`src/rtl/mem_access_ctrl.sv`:
```
// rtl/mem_access_ctrl.sv - MEM-stage load/store sequencer with ack timeout and write-back register
// Updates on negedge clk to match the surrounding pipeline stage registers.
module mem_access_ctrl #(
   parameter int ACK_TIMEOUT = 16
) (
   input  logic        clk,
   input  logic        rst,
   input  logic        Mem_Read_in,
   input  logic        Mem_Write_in,
   input  logic        Mem_to_Reg_in,
   input  logic        Reg_Write_in,
   input  logic [4:0]  RD_in,
   input  logic [31:0] ALU_Result_in,
   input  logic [31:0] B_in,
   input  logic [2:0]  funct3_in,
   output logic        stall,
   output logic        fault,
   output logic        mem_req,
   output logic        mem_we,
   output logic [31:0] mem_addr,
   output logic [31:0] mem_wdata,
   output logic [3:0]  mem_be,
   input  logic [31:0] mem_rdata,
   input  logic        mem_ack,
   output logic        WB_Reg_Write,
   output logic        WB_Mem_to_Reg,
   output logic [4:0]  WB_RD,
   output logic [31:0] WB_data
);

   localparam logic [1:0] IDLE = 2'd0;
   localparam logic [1:0] BUSY = 2'd1;
   localparam logic [1:0] DONE = 2'd2;

   logic [1:0]  r_state;
   logic [7:0]  r_cnt;
   logic        r_timeout;
   logic [31:0] r_addr;
   logic [1:0]  r_off;
   logic [31:0] r_wdata;
   logic [3:0]  r_be;
   logic        r_we;
   logic        r_load;
   logic        r_mem_to_reg;
   logic        r_reg_write;
   logic [4:0]  r_rd;
   logic [2:0]  r_f3;
   logic [31:0] r_ldata;

   logic        w_access;
   logic        w_f3_legal;
   logic        w_illegal;
   logic        w_misal;
   logic        w_start;
   logic        w_bad;
   logic [3:0]  w_be;
   logic [31:0] w_wdata;
   logic [31:0] w_lane;
   logic [31:0] w_ext;

   assign w_access   = Mem_Read_in ^ Mem_Write_in;
   assign w_f3_legal = (funct3_in == 3'b000) || (funct3_in == 3'b001) || (funct3_in == 3'b010) ||
                       (funct3_in == 3'b100) || (funct3_in == 3'b101);
   // funct3 only has meaning as an access size when the op touches memory
   assign w_illegal  = (Mem_Read_in & Mem_Write_in) | (w_access & ~w_f3_legal);
   assign w_misal    = w_access & (((funct3_in[1:0] == 2'b01) & ALU_Result_in[0]) |
                                   ((funct3_in == 3'b010) & (ALU_Result_in[1:0] != 2'b00)));
   assign w_start    = (r_state == IDLE) & w_access & ~w_illegal & ~w_misal;
   assign w_bad      = (r_state == IDLE) & (w_illegal | w_misal);

   assign stall   = ~rst & (w_start | (r_state == BUSY));
   assign fault   = ~rst & (w_bad | ((r_state == DONE) & r_timeout));
   assign mem_req = (r_state == BUSY);
   assign mem_we  = (r_state == BUSY) & r_we;
   assign mem_be  = (r_state == BUSY) ? r_be : 4'b0000;
   assign mem_addr  = r_addr;
   assign mem_wdata = r_wdata;

   always_comb begin
      w_be    = 4'b1111;
      w_wdata = B_in;
      case (funct3_in[1:0])
         2'b00: begin
            w_be    = 4'b0001 << ALU_Result_in[1:0];
            w_wdata = {4{B_in[7:0]}};
         end
         2'b01: begin
            w_be    = 4'b0011 << ALU_Result_in[1:0];
            w_wdata = {2{B_in[15:0]}};
         end
         default: ;
      endcase
   end

   assign w_lane = mem_rdata >> {r_off, 3'b000};

   always_comb begin
      w_ext = mem_rdata;
      case (r_f3)
         3'b000:  w_ext = {{24{w_lane[7]}}, w_lane[7:0]};
         3'b100:  w_ext = {24'd0, w_lane[7:0]};
         3'b001:  w_ext = {{16{w_lane[15]}}, w_lane[15:0]};
         3'b101:  w_ext = {16'd0, w_lane[15:0]};
         default: w_ext = mem_rdata;
      endcase
   end

   always_ff @(negedge clk) begin
      if (rst) begin
         r_state       <= IDLE;
         r_cnt         <= 8'd0;
         r_timeout     <= 1'b0;
         r_addr        <= 32'd0;
         r_off         <= 2'd0;
         r_wdata       <= 32'd0;
         r_be          <= 4'd0;
         r_we          <= 1'b0;
         r_load        <= 1'b0;
         r_mem_to_reg  <= 1'b0;
         r_reg_write   <= 1'b0;
         r_rd          <= 5'd0;
         r_f3          <= 3'd0;
         r_ldata       <= 32'd0;
         WB_Reg_Write  <= 1'b0;
         WB_Mem_to_Reg <= 1'b0;
         WB_RD         <= 5'd0;
         WB_data       <= 32'd0;
      end else begin
         // Bubble by default; only a pass-through op or a completed load overrides it
         WB_Reg_Write  <= 1'b0;
         WB_Mem_to_Reg <= 1'b0;
         WB_RD         <= 5'd0;
         WB_data       <= 32'd0;
         case (r_state)
            IDLE: begin
               if (w_start) begin
                  r_addr       <= ALU_Result_in & ~32'd3;
                  r_off        <= ALU_Result_in[1:0];
                  r_wdata      <= w_wdata;
                  r_be         <= w_be;
                  r_we         <= Mem_Write_in;
                  r_load       <= Mem_Read_in;
                  r_mem_to_reg <= Mem_to_Reg_in;
                  r_reg_write  <= Reg_Write_in;
                  r_rd         <= RD_in;
                  r_f3         <= funct3_in;
                  r_cnt        <= 8'd0;
                  r_timeout    <= 1'b0;
                  r_state      <= BUSY;
               end else if (!w_bad) begin
                  WB_Reg_Write  <= Reg_Write_in;
                  WB_Mem_to_Reg <= Mem_to_Reg_in;
                  WB_RD         <= RD_in;
                  WB_data       <= ALU_Result_in;
               end
            end
            BUSY: begin
               if (mem_ack) begin
                  r_ldata <= w_ext;
                  r_state <= DONE;
               end else if (r_cnt == 8'(ACK_TIMEOUT - 1)) begin
                  r_timeout <= 1'b1;
                  r_state   <= DONE;
               end else begin
                  r_cnt <= r_cnt + 8'd1;
               end
            end
            DONE: begin
               if (r_load && !r_timeout) begin
                  WB_Reg_Write  <= r_reg_write;
                  WB_Mem_to_Reg <= r_mem_to_reg;
                  WB_RD         <= r_rd;
                  WB_data       <= r_ldata;
               end
               r_state <= IDLE;
            end
            default: r_state <= IDLE;
         endcase
      end
   end

endmodule

```
`config.mk`:
```
export PLATFORM = sky130hd
export DESIGN_NAME = mem_access_ctrl
export DESIGN_NICKNAME = d
export VERILOG_FILES = /design/src/rtl/mem_access_ctrl.sv
export SDC_FILE = /design/constraint.sdc
export NUM_CORES = 1
export LEC_CHECK = 0
export BUFFER_PORTS_ARGS = -buffer_cell sky130_fd_sc_hd__buf_2
export CAP_MARGIN = 20
export CELL_PAD_IN_SITES_DETAIL_PLACEMENT = 1
export CELL_PAD_IN_SITES_GLOBAL_PLACEMENT = 2
export CORE_MARGIN = 1
export CORE_UTILIZATION = 26
export CTS_BUF_LIST = sky130_fd_sc_hd__clkbuf_16
export DETAILED_ROUTE_END_ITERATION = 16
export GPL_ROUTABILITY_DRIVEN = 0
export PLACE_DENSITY_LB_ADDON = 0.1
export SLEW_MARGIN = 15
export SYNTH_ARGS = -nofsm -noshare
export SYNTH_HDL_FRONTEND = slang
export SYNTH_SLANG_ARGS = --single-unit
```
`constraint.sdc`:
```
create_clock -name clk -period 1.76 [get_ports clk]
set_input_delay 0.44 -clock clk [delete_from_list [all_inputs] [get_ports clk]]
set_output_delay 0.44 -clock clk [all_outputs]
set_load 0.05 [all_outputs]
```
# == Word level (Yosys, flattened, before mapping) ==
# Cells that the tools add are included.
# word_totals
reg_bits,162
in_bits,111
output_inout_bits,111
word_cells,110
# op_classes
n_addsub,1
n_eq_ne,16
n_shift,3
muxes,32
bitwise,23
reduce_logical,17
# ops
operator,count
$pmux W32 S2,2
$pmux W32 S4,1
$mux W32,3
$shr A32 B5 Y16,1
$mux W8,3
$pmux W8 S2,1
$mux W5,3
$and A1 B1 Y1,13
$eq A3 B3 Y1 const B,4
$pmux W5 S2,1
$mux W1,9
$add A8 B1 Y8 const B,1
$eq A8 B4 Y1 const B,1
$pmux W4 S2,1
$reduce_and A4 Y1,2
$eq A3 B1 Y1 const B,2
$logic_not A3 Y1,2
$mux W2,3
$ne A2 B2 Y1 const B,3
$pmux W1 S2,3
$reduce_and A2 Y1,3
$or A1 B1 Y1,5
$eq A2 B1 Y1 const B,2
$logic_not A2 Y1,2
other kinds (14),21

# == Depth between registers and ports, before layout ==
# logic_depth
ltp_word,13
depth_mapped,7
ltp_nobuf,5

==> impl_results.md <==
* Status: finished, violations left
* Failing checks: negative setup slack
* DR vias at approximately 8100
* Final non-filler cell total at approximately 1700
* Critical path buffers and inverters at 3
* Hold depth at 2
* Initial DRC Count at about 250
* Pre-Repair DR Iteration Count at 4
* Worst flop-to-flop path endpoint: r_cnt[5]$_SDFFE_NP0P_
* Crit Path Class: reg -> out
* Sequential fraction of the synthesis area at 47.2%
* Post-Place Cells at 1391
* Largest net degree at the start of global routing at 42
* Yosys warnings at 0
* # DRC at 0
* Max VDD drop at about 0.0005 V
* Static Leak at around 6.1 nW
* CP top delay family: buffers and inverters
* CTS buffer count at 17
* Critical path required time at 1320 ps
* FFs w/ async S/R, synth at 0%
* R2R cell count at 7
* Main synth FF type: dfxtp_1
* Die width at approximately 160 µm
* CP Launch Point: r_state[1]$_SDFFE_NP0P_
* Clk sinks at about 160
* Htree depth at 4
* Slew @ Worst Pin at ~970 ps
* Cell area after synthesis at between 6000 and 7000 µm²
* Final Hold Viols at 0
* Critical-path cell list: buf_6 > nand2b_4 > clkinvlp_4 > and2_4 > buf_6
* Layout cell share with drive strength beyond 1 at roughly three fifths
* Post-synth top area share at a little under half
* Hold Crit Endpoint: r_reg_write$_SDFFE_NP0P_
* Final Routed Wirelength at 31500 µm
* Vias/cell at roughly 4.9
* Overflow after GRT at 0
* Detail Placement HPWL at roughly 18000 µm
* Clock Tree Root: clkbuf_16
* RSZ-0062 raised after global routing: yes
* Starting density of the core at between 20% and 30%
* First-pass GRT wire length at ~46000 µm
* GRT Total Usage at around 22%
* CP max stage cell: dfxtp_4
* Antenna violations before repair at 3
* Vert. Die Dim at 164 µm
* Final net count at about 1400
* Ranking of synthesized cells by area: dfxtp_1 (47%), nand2_1 (8.0%), a21oi_1 (6.8%), nor2_1 (5.0%), mux2i_1 (4.8%)
* Netlist cell types at 55
* Most frequent cells in the layout: inv_1 (168), buf_8 (106), dfxtp_4 (102), buf_2 (102), buf_4 (98)
* Synth-to-Final Area Change at 105%
* Clock slew at reported path FFs at roughly 40 ps
* Worst EP arrival at between 2000 and 2500 ps
* Worst R2R Start: r_state[1]$_SDFFE_NP0P_
* HP Class: reg -> reg
* Maximum capacitance violations at 0
* Port buffer count at about 220
* Setup slack at placement at -1000 ps
* Setup crit start kind: register
* Longest Clk Path Bufs at 2
* R2r setup slk at -80 ps
* Number of enable flip-flop cells after synthesis at 0
* Finished Cell Area at ~14000 µm²
* Min-delay src: r_reg_write$_SDFFE_NP0P_
* CORE AREA at about 26000 µm²
* CP dominant cell by count: buf_6
* Skew final at approximately 30 ps
* Crit Path Max Fanout at 7
* Routed Antenna Nets at 0
* Die Area at 27100 µm²
* Pwr dens at about 870 nW/µm²
* Post-DR wirelength/cell at ~19 µm
* Average size of a mapped cell at ~8.5 µm²
* Cell area after placement at approximately 9600 µm²
* Post-synth top area cell: dfxtp_1
* Post-synthesis register bit count at ~160
* Latest clock arrival within the worst-skew pair at 480 ps
* CTS tree: done
* Most common cell after layout, fill and taps aside: inv_1
* Max incr delay on CP at approximately 360 ps
* Slew Viols, Final at 0
* I/O pins at between 200 and 250
* Slew HR at about a third
* Vias in the first global route at between 8000 and 9000
* Endpoints failing setup at 271
* CP Capture Type: output pin
* Worst Setup Slack, final at -1120 ps
* Row count at between 50 and 60
* Syn Inst Count at about 800
==> worst max path at each step <==
stage                                 end  slack, ps  cells after the start
5_1_grt                         mem_be[1]      -1190                      5
4_1_cts                         mem_be[1]      -1130                      5
3_3_place_gp   mem_wdata[15]$_SDFFE_NP0P_       -950                      7
2_1_floorplan                       fault       -870                      5
6_report                        mem_be[1]      -1120                      5
3_5_place_dp   mem_wdata[15]$_SDFFE_NP0P_      -1000                      7
==> kinds of logic (layout without fill, tap and decap cells) <==
logic type                 count (synthesis)  after routing  synth area share (%)
and+or+nand+nor                          278            278                  17.0
AOI/OAI and AO/OA                        244            245                  24.3
DFF                                      162            162                  47.2
buffers and inverters                     82            590                  5.50
muxes                                     34             34                  4.98
xor gates and xnor gates                   4              4                 0.510
adders and majority gates                  2              2                 0.365
other                                      1              3                0.0546
==> synthesized netlist by cell type (2+ instances only) <==
| master | n |
|---|---|
| a211oi_1 | 19 |
| a211oi_2 | 10 |
| a21oi_1 | 93 |
| a22oi_1 | 39 |
| a2bb2oi_1 | 7 |
| a311oi_1 | 9 |
| and2_1 | 5 |
| and4bb_2 | 2 |
| buf_1 | 5 |
| buf_2 | 20 |
| buf_4 | 6 |
| buf_6 | 3 |
| clkbuf_1 | 39 |
| dfxtp_1 | 162 |
| ha_1 | 2 |
| inv_1 | 8 |
| mux2i_1 | 33 |
| nand2_1 | 147 |
| nand2b_1 | 3 |
| nand3_1 | 6 |
| nor2_1 | 92 |
| nor2b_1 | 2 |
| nor3_1 | 7 |
| nor4_1 | 2 |
| o2111ai_1 | 7 |
| o211ai_1 | 16 |
| o21ai_0 | 20 |
| o221ai_1 | 7 |
| o2bb2ai_1 | 7 |
| or2_2 | 2 |
| xnor2_1 | 3 |
==> layer usage <==
metal	wire (µm)	share of wire, %	up-vias	track usage, %
li1	-	-	3864	-
met1	13400	43	3994	26.4
met5	10	0.032	-	0
met3	1480	4.7	35	7.48
met4	467	1.5	2	8.76
met2	16100	51	214	36.9
==> worst register-to-register path: cells and delay by family, from the launching register on <==
family / cells / cell delay, ps
flops: 1 / 350
simple gates: 2 / 660
compound gates: 2 / 370
buf+inv: 3 / 390
==> per-stage QoR <==
step | hold WS, ps | utilization [%] | TNS, ps | power (mW)
after floorplan | 432 | - | -96570 | 5.75
after global placement | 441 | 36.9 | -152580 | 6.47
after detailed placement | 447 | 36.9 | -155820 | 6.49
after CTS | 452 | 49.9 | -140040 | 12.1
after global routing | 491 | 54.2 | -158840 | 13.2
final | 470 | 54.2 | -148900 | 12.3
==> area by class of cell <==
| cell class | instances | area (µm²) |
|---|---|---|
| Antenna cell | 1 | 2.50 |
| Clock buffer | 17 | 425 |
| Clock inverter | 177 | 767 |
| Fill cell | 2889 | 11900 |
| Inverter | 8 | 33.8 |
| Multi-Input combinational cell | 565 | 4600 |
| Sequential cell | 162 | 3630 |
| Tap cell | 335 | 419 |
| Timing Repair Buffer | 388 | 4210 |
==> report_power, final <==
| part | internal, mW | total (mW) | leakage, nW | switching (mW) |
|---|---|---|---|---|
| clock network | 2.39 | 5.25 | 1.14 | 2.86 |
| logic | 1.41 | 3.08 | 3.60 | 1.67 |
| registers | 3.82 | 3.99 | 1.39 | 0.167 |
==> timing repair <==
action,4_1_cts,5_1_grt
resized for setup,418,274
hold buffers,0,0
setup buffers,37,30
endpoints found under the setup margin,271,271
pin swaps,46,158
cloned,17,5
Power figures use the tool's default switching activity.
